### config.mk
export PLATFORM = sky130hd
export DESIGN_NAME = uart_tx_frame_ctrl
export DESIGN_NICKNAME = d
export VERILOG_FILES = /design/src/rtl/uart_tx_frame_ctrl.sv
export SDC_FILE = /design/constraint.sdc
export NUM_CORES = 1
export LEC_CHECK = 0
export CAP_MARGIN = 20
export CORE_MARGIN = 2
export CORE_UTILIZATION = 40
export DETAILED_ROUTE_END_ITERATION = 8
export PLACE_DENSITY_LB_ADDON = 0.25
export SYNTH_ARGS = -nofsm -noshare
export SYNTH_HDL_FRONTEND = slang
export SYNTH_SLANG_ARGS = --single-unit
### constraint.sdc
create_clock -name CLK -period 2.2 [get_ports CLK]
set_input_delay 0.22 -clock CLK [delete_from_list [all_inputs] [get_ports CLK]]
set_output_delay 0.22 -clock CLK [all_outputs]
set_load 0.02 [all_outputs]
### src/rtl/uart_tx_frame_ctrl.sv
// UART transmit frame controller.
// Serialises one parallel word per frame as start(0) | data LSB-first |
// optional parity | stop(1), one bit per CLK (baud clock) cycle. A word
// offered while the stop bit is on the line is accepted immediately, so
// consecutive frames run with no idle cycle between them.
module uart_tx_frame_ctrl #(
    parameter int P_DATA_WIDTH = 8
) (
    input  logic                    CLK,
    input  logic                    RST,
    input  logic [P_DATA_WIDTH-1:0] P_DATA,
    input  logic                    Data_Valid,
    input  logic                    PAR_EN,
    input  logic                    PAR_BIT,
    output logic                    TX_OUT,
    output logic                    Busy
);

    localparam int CNT_W = $clog2(P_DATA_WIDTH);
    localparam logic [CNT_W-1:0] LAST_BIT = CNT_W'(P_DATA_WIDTH - 1);

    typedef enum logic [2:0] {
        IDLE   = 3'd0,
        START  = 3'd1,
        DATA   = 3'd2,
        PARITY = 3'd3,
        STOP   = 3'd4
    } state_t;

    state_t                  state_q;
    logic [CNT_W-1:0]        bit_cnt_q;
    logic [P_DATA_WIDTH-1:0] data_q;
    logic                    par_en_q;
    logic                    tx_q;
    logic                    busy_q;

    // Index of the data bit that goes on the line after the current one.
    logic [CNT_W-1:0]        nxt_idx;
    assign nxt_idx = bit_cnt_q + 1'b1;

    // Frame sequencer: state, shadow registers and registered line outputs.
    always_ff @(posedge CLK or negedge RST) begin
        if (!RST) begin
            state_q   <= IDLE;
            tx_q      <= 1'b1;
            busy_q    <= 1'b0;
            bit_cnt_q <= '0;
            data_q    <= '0;
            par_en_q  <= 1'b0;
        end else begin
            case (state_q)
                IDLE: begin
                    if (Data_Valid) begin
                        data_q   <= P_DATA;
                        par_en_q <= PAR_EN;
                        tx_q     <= 1'b0;
                        busy_q   <= 1'b1;
                        state_q  <= START;
                    end else begin
                        tx_q   <= 1'b1;
                        busy_q <= 1'b0;
                    end
                end
                START: begin
                    tx_q      <= data_q[0];
                    bit_cnt_q <= '0;
                    state_q   <= DATA;
                end
                DATA: begin
                    if (bit_cnt_q == LAST_BIT) begin
                        // Parity stage output has long settled by now.
                        if (par_en_q) begin
                            tx_q    <= PAR_BIT;
                            state_q <= PARITY;
                        end else begin
                            tx_q    <= 1'b1;
                            state_q <= STOP;
                        end
                    end else begin
                        bit_cnt_q <= nxt_idx;
                        tx_q      <= data_q[nxt_idx];
                    end
                end
                PARITY: begin
                    tx_q    <= 1'b1;
                    state_q <= STOP;
                end
                STOP: begin
                    // Back-to-back accept: next start bit follows the stop bit.
                    if (Data_Valid) begin
                        data_q   <= P_DATA;
                        par_en_q <= PAR_EN;
                        tx_q     <= 1'b0;
                        busy_q   <= 1'b1;
                        state_q  <= START;
                    end else begin
                        tx_q    <= 1'b1;
                        busy_q  <= 1'b0;
                        state_q <= IDLE;
                    end
                end
                default: begin
                    tx_q    <= 1'b1;
                    busy_q  <= 1'b0;
                    state_q <= IDLE;
                end
            endcase
        end
    end

    assign TX_OUT = tx_q;
    assign Busy   = busy_q;

endmodule

# Word level (Yosys, flattened, before mapping)
# Cells that the tools add are included.
# Widths: inputs -> output; s select.
op_classes:
  n_lt_le_gt_ge: 1
  n_eq_ne: 8
  mux: 15
  n_addsub: 1
  n_reduce_logical: 7
op_table:
  columns: ["operator", "n"]
  rows:
  - ["$pmux 3 s5", 1]
  - ["$mux 3", 4]
  - ["$eq 3x2->1 const B", 2]
  - ["$eq 3x3->1 const B", 2]
  - ["$mux 1", 6]
  - ["$ne 2x2->1 const B", 3]
  - ["$pmux 3 s2", 1]
  - ["$reduce_and 2->1", 3]
  - ["$lt 3x4->1 const B", 1]
  - ["$add 3x1->3 const B", 1]
  - ["$bmux 1 s3", 1]
  - ["$eq 3x1->1 const B", 1]
  - ["$logic_not 3->1", 1]
  - ["$pmux 1 s3", 1]
  - ["$reduce_or 3->1", 1]
  - ["$pmux 1 s2", 1]
  - ["$reduce_bool 2->1", 1]
  - ["$reduce_or 2->1", 1]
totals:
  inputBits: 13
  regBits: 17
  output_inout_bits: 2

# Logic depth before layout (Yosys ltp)
logic_depth:
  word_depth: 5
  mapped_depth: 6
  ltp_nobuf: 6

# Worst setup path after synthesis
# OpenSTA, ideal clock, no wires.
synth_path:
  path_kind: "register to register"
  from: "register bit_cnt_q[0]"
  to: "register tx_q, in the netlist TX_OUT"
  setup_slack_ns: 0.483
  path_stages_with_launch: 6
  arrival_time_ns: 1.626
  t_required_ns: 2.109
  path_cell_list: "dfrtp_1 ha_1 ha_1 mux4_2 a2111oi_2 o22ai_1"
synth_via:
  elab_chain_cells: 5
  word_cells_on_any_way: 6
  cone_classes: "add/sub (1); eq/ne (1); mux (4)"
synth_lines:
  columns: ["element", "line_no", "source"]
  rows:
  - ["start: declaration", "31", "logic [CNT_W-1:0] bit_cnt_q;"]
  - ["start signal: assignment", "80", "bit_cnt_q <= nxt_idx;"]
  - ["$add 3x1->3", "39", "assign nxt_idx = bit_cnt_q + 1'b1;"]
  - ["$bmux 1 s3", "81", "tx_q <= data_q[nxt_idx];"]
  - ["$mux 1 (implied by the code)", "81", null]
  - ["$mux 1 (*)", "70", "if (bit_cnt_q == LAST_BIT) begin"]
  - ["$pmux 1 s3 (*)", "51", "case (state_q)"]
  - ["end signal: assignment", "65", "tx_q <= data_q[0];"]
  - ["end signal: assignment", "81", null]
  - ["end: declaration", "34", "logic tx_q;"]
# Every way passes the cells marked *; elsewhere a longest branch is shown, timed or not. The select of a mux whose other input is x is not followed.
# A chain may end at the register's enable or synchronous reset.

# Worst setup path in the final report
# Same ends and word-level chain as after synthesis.

==> metrics <==
Reg clk slew, reported paths 0.09 ns; overall power 1.35 mW; synthesized flop and latch total 17; relative slew slack 51.4%; CTS max path bufs 2; synthesis-to-layout area growth 22.0%; CP peak stage delay 0.48 ns; critical path's slowest cell dfrtp_1; Die Span X 49.7 um; maximum VDD drop 0.710 mV; Most common cell on crit path ha_1; First DRT Iteration DRCs 9; most frequent cells in the layout dfrtp_1 (16), clkdlybuf4s50_1 (14), mux2_2 (9); post-CTS setup buffer count 0; RePlAce Congestion 0.767; die area 2470 um^2; share of cells above drive strength 1 20.0%; Hold Slack 0.363 ns; Combinational Power Share 43.3%; fmax 511 MHz; Layout Nets 101; # hold bufs at CTS 0; diode count 0; # clock sinks 17; Clock Latency Late Sink 0.28 ns; Worst Path Buf+Inv 0; Core Region 1960 um^2; sw frac 34.9%; Vias 568; initial antenna violation count 0; RSZ-0062 raised after global routing false; sw power 0.472 mW; detailed placer's ending HPWL 1040 um; Critical Path RT 2.41 ns; Antenna Violating Nets Remaining 0; Initial Util 42.5%; Final Non-Filler Cells 112; vias in the first global route 570; vias per inst 5.07; clk root buf clkbuf_4; hold crit path type primary input to asynchronous set/reset pin; drt pass-1 iters 4; total grt overflow 0; Final Hold Fails 0; placed cells 108; compound-gate portion of the synthesized area 12.7%; port bufs 14; # rows 16; Syn Inst Count 70; xor and xnor area share after synthesis 0%; crit-path cells ha_1, ha_1, mux4_2, a2111oi_2, o22ai_1; mux contribution to synthesized area 18.4%; max cap viols 0; Seq pwr share 44.7%; CTS tree yes; Simple-Gate Fraction of Synth Area 10.0%; worst-path maximum fanout 6; Adder-Cell Fraction of Synth Area 3.00%; commonest non-fill, non-tap cell in the layout dfrtp_1; post-cts sizing count 0; fin util 51.9%; Setup TNS Final 0 ns; delay-heaviest family, CP adder cells; Post-Syn Area 835 um^2; Chip Height 49.7 um; largest net degree at the start of global routing 18; CP Data Arrival Time 2.16 ns; register area share after synthesis 51.1%; main combinational cell family by area after synthesis multiplexers; syn avg cell area 11.9 um^2; drt drc 0; post-synthesis cell type count 25; Tmin final 1.96 ns; Least-Margin Pin Slew 0.727 ns; All-Layer GR Usage 13.4%; Critical Path End Type flip-flop; leakage 0.427 nW; first-pass GRT wire length 2550 um; total CTS buffers 3; Slew Limit Fails 0; Syn Nets 85; fin crit share 88.9%; CP Class flip-flop to flip-flop; status complete, no violations; Setup-failing EPs final 0; Post-Route WL 1410 um; clk_skew 0.00246 ns; H-tree level count 1; Int Pwr 0.882 mW; clock share of power 11.9%; Pwr per Cell Area 1330 nW/um^2; YS warnings 0; Avg WL per Cell 12.5 um; IO Pins 15; Worst setup SP type flip-flop
-- final timing paths --
check	start	end	slack (ns)	cells past startpoint
max	bit_cnt_q[0]$_DFFE_PN0P_	TX_OUT$_DFF_PN1_	0.24	5
min	RST	state_q[0]$_DFFE_PN0P_	0.36	1
max reg2reg	bit_cnt_q[0]$_DFFE_PN0P_	TX_OUT$_DFF_PN1_	0.24	5
min reg2reg	data_q[5]$_DFFE_PN0P_	data_q[5]$_DFFE_PN0P_	0.52	1
max in group asynchronous	RST	data_q[3]$_DFFE_PN0P_	1.38	1
min in group CLK	PAR_EN	par_en_q$_DFFE_PN0P_	0.48	3
-- synth_stat cells --
cell	number	area share, %
a2111oi_2	1	1.8
a21oi_1	3	1.8
a22o_1	4	4.2
a22o_2	1	1.2
buf_1	1	0.45
buf_2	1	0.60
buf_6	1	1.3
clkbuf_1	1	0.45
dfrtp_1	16	48
dfstp_2	1	3.1
ha_1	2	3.0
inv_1	4	1.8
mux2_2	9	12
mux2i_1	3	3.6
mux4_2	1	2.7
nand2_1	3	1.3
nand2b_1	2	1.5
nand4_1	1	0.75
nor2_1	4	1.8
nor2b_1	1	0.75
nor3_1	2	1.2
nor3b_1	3	2.7
o211ai_1	2	1.8
o21ai_0	2	1.2
o22ai_1	1	0.75
-- layer usage --
layer,vias up,GRT usage [%],wire [um]
li1,286,-,-
met1,273,18.5,682
met2,7,20.0,664
met3,2,3.33,49
met4,0,5.56,9
met5,-,0,0
-- worst reg2reg max path, delay by kind of cell (launching register included) --
kind / cells / cell delay, ns
AO/OA/AOI/OAI: 2 / 0.49
multiplexers: 1 / 0.32
flip-flops: 1 / 0.48
adder cells (fa/ha/maj): 2 / 0.59
-- layout make-up --
cell class / count / area, um^2
clock buffers: 4 / 26.3
fillers: 189 / 943
inverters: 4 / 15.0
multi-input cells: 45 / 369
flip-flops and latches: 17 / 427
well taps: 27 / 33.8
repair buffers: 15 / 148
-- logic make-up (layout without fill, tap and decap cells) --
group | Yosys count | count (layout)
and+or+nand+nor | 16 | 16
AOI/OAI and AO/OA | 14 | 14
buffers and inverters | 8 | 23
muxes | 13 | 13
adders and majority gates | 2 | 2
DFF | 17 | 17
-- power groups by stage --
stage	Combinational, mW	Clock [mW]	Sequential [mW]
4_1_cts	0.593	0.169	0.607
5_1_grt	0.654	0.186	0.634
2_1_floorplan	0.500	0	0.560
3_5_place_dp	0.589	0	0.613
6_report	0.587	0.161	0.606
3_3_place_gp	0.575	0	0.614
-- stage by stage --
stage | setup WS [ns] | area [um^2]
finish | 0.243 | 1020
global route | 0.0697 | 1020
CTS | 0.235 | 1020
detailed placement | 0.268 | 992
global placement | 0.347 | 992
floorplan | 0.483 | 835
-- state kept, by name, summed over array words and instances (netlist names) --
register and cells:
state_q 3, TX_OUT 1, par_en_q 1, bit_cnt_q 3
data_q 8, Busy 1
Note: power is estimated with default switching activity, not from simulation.
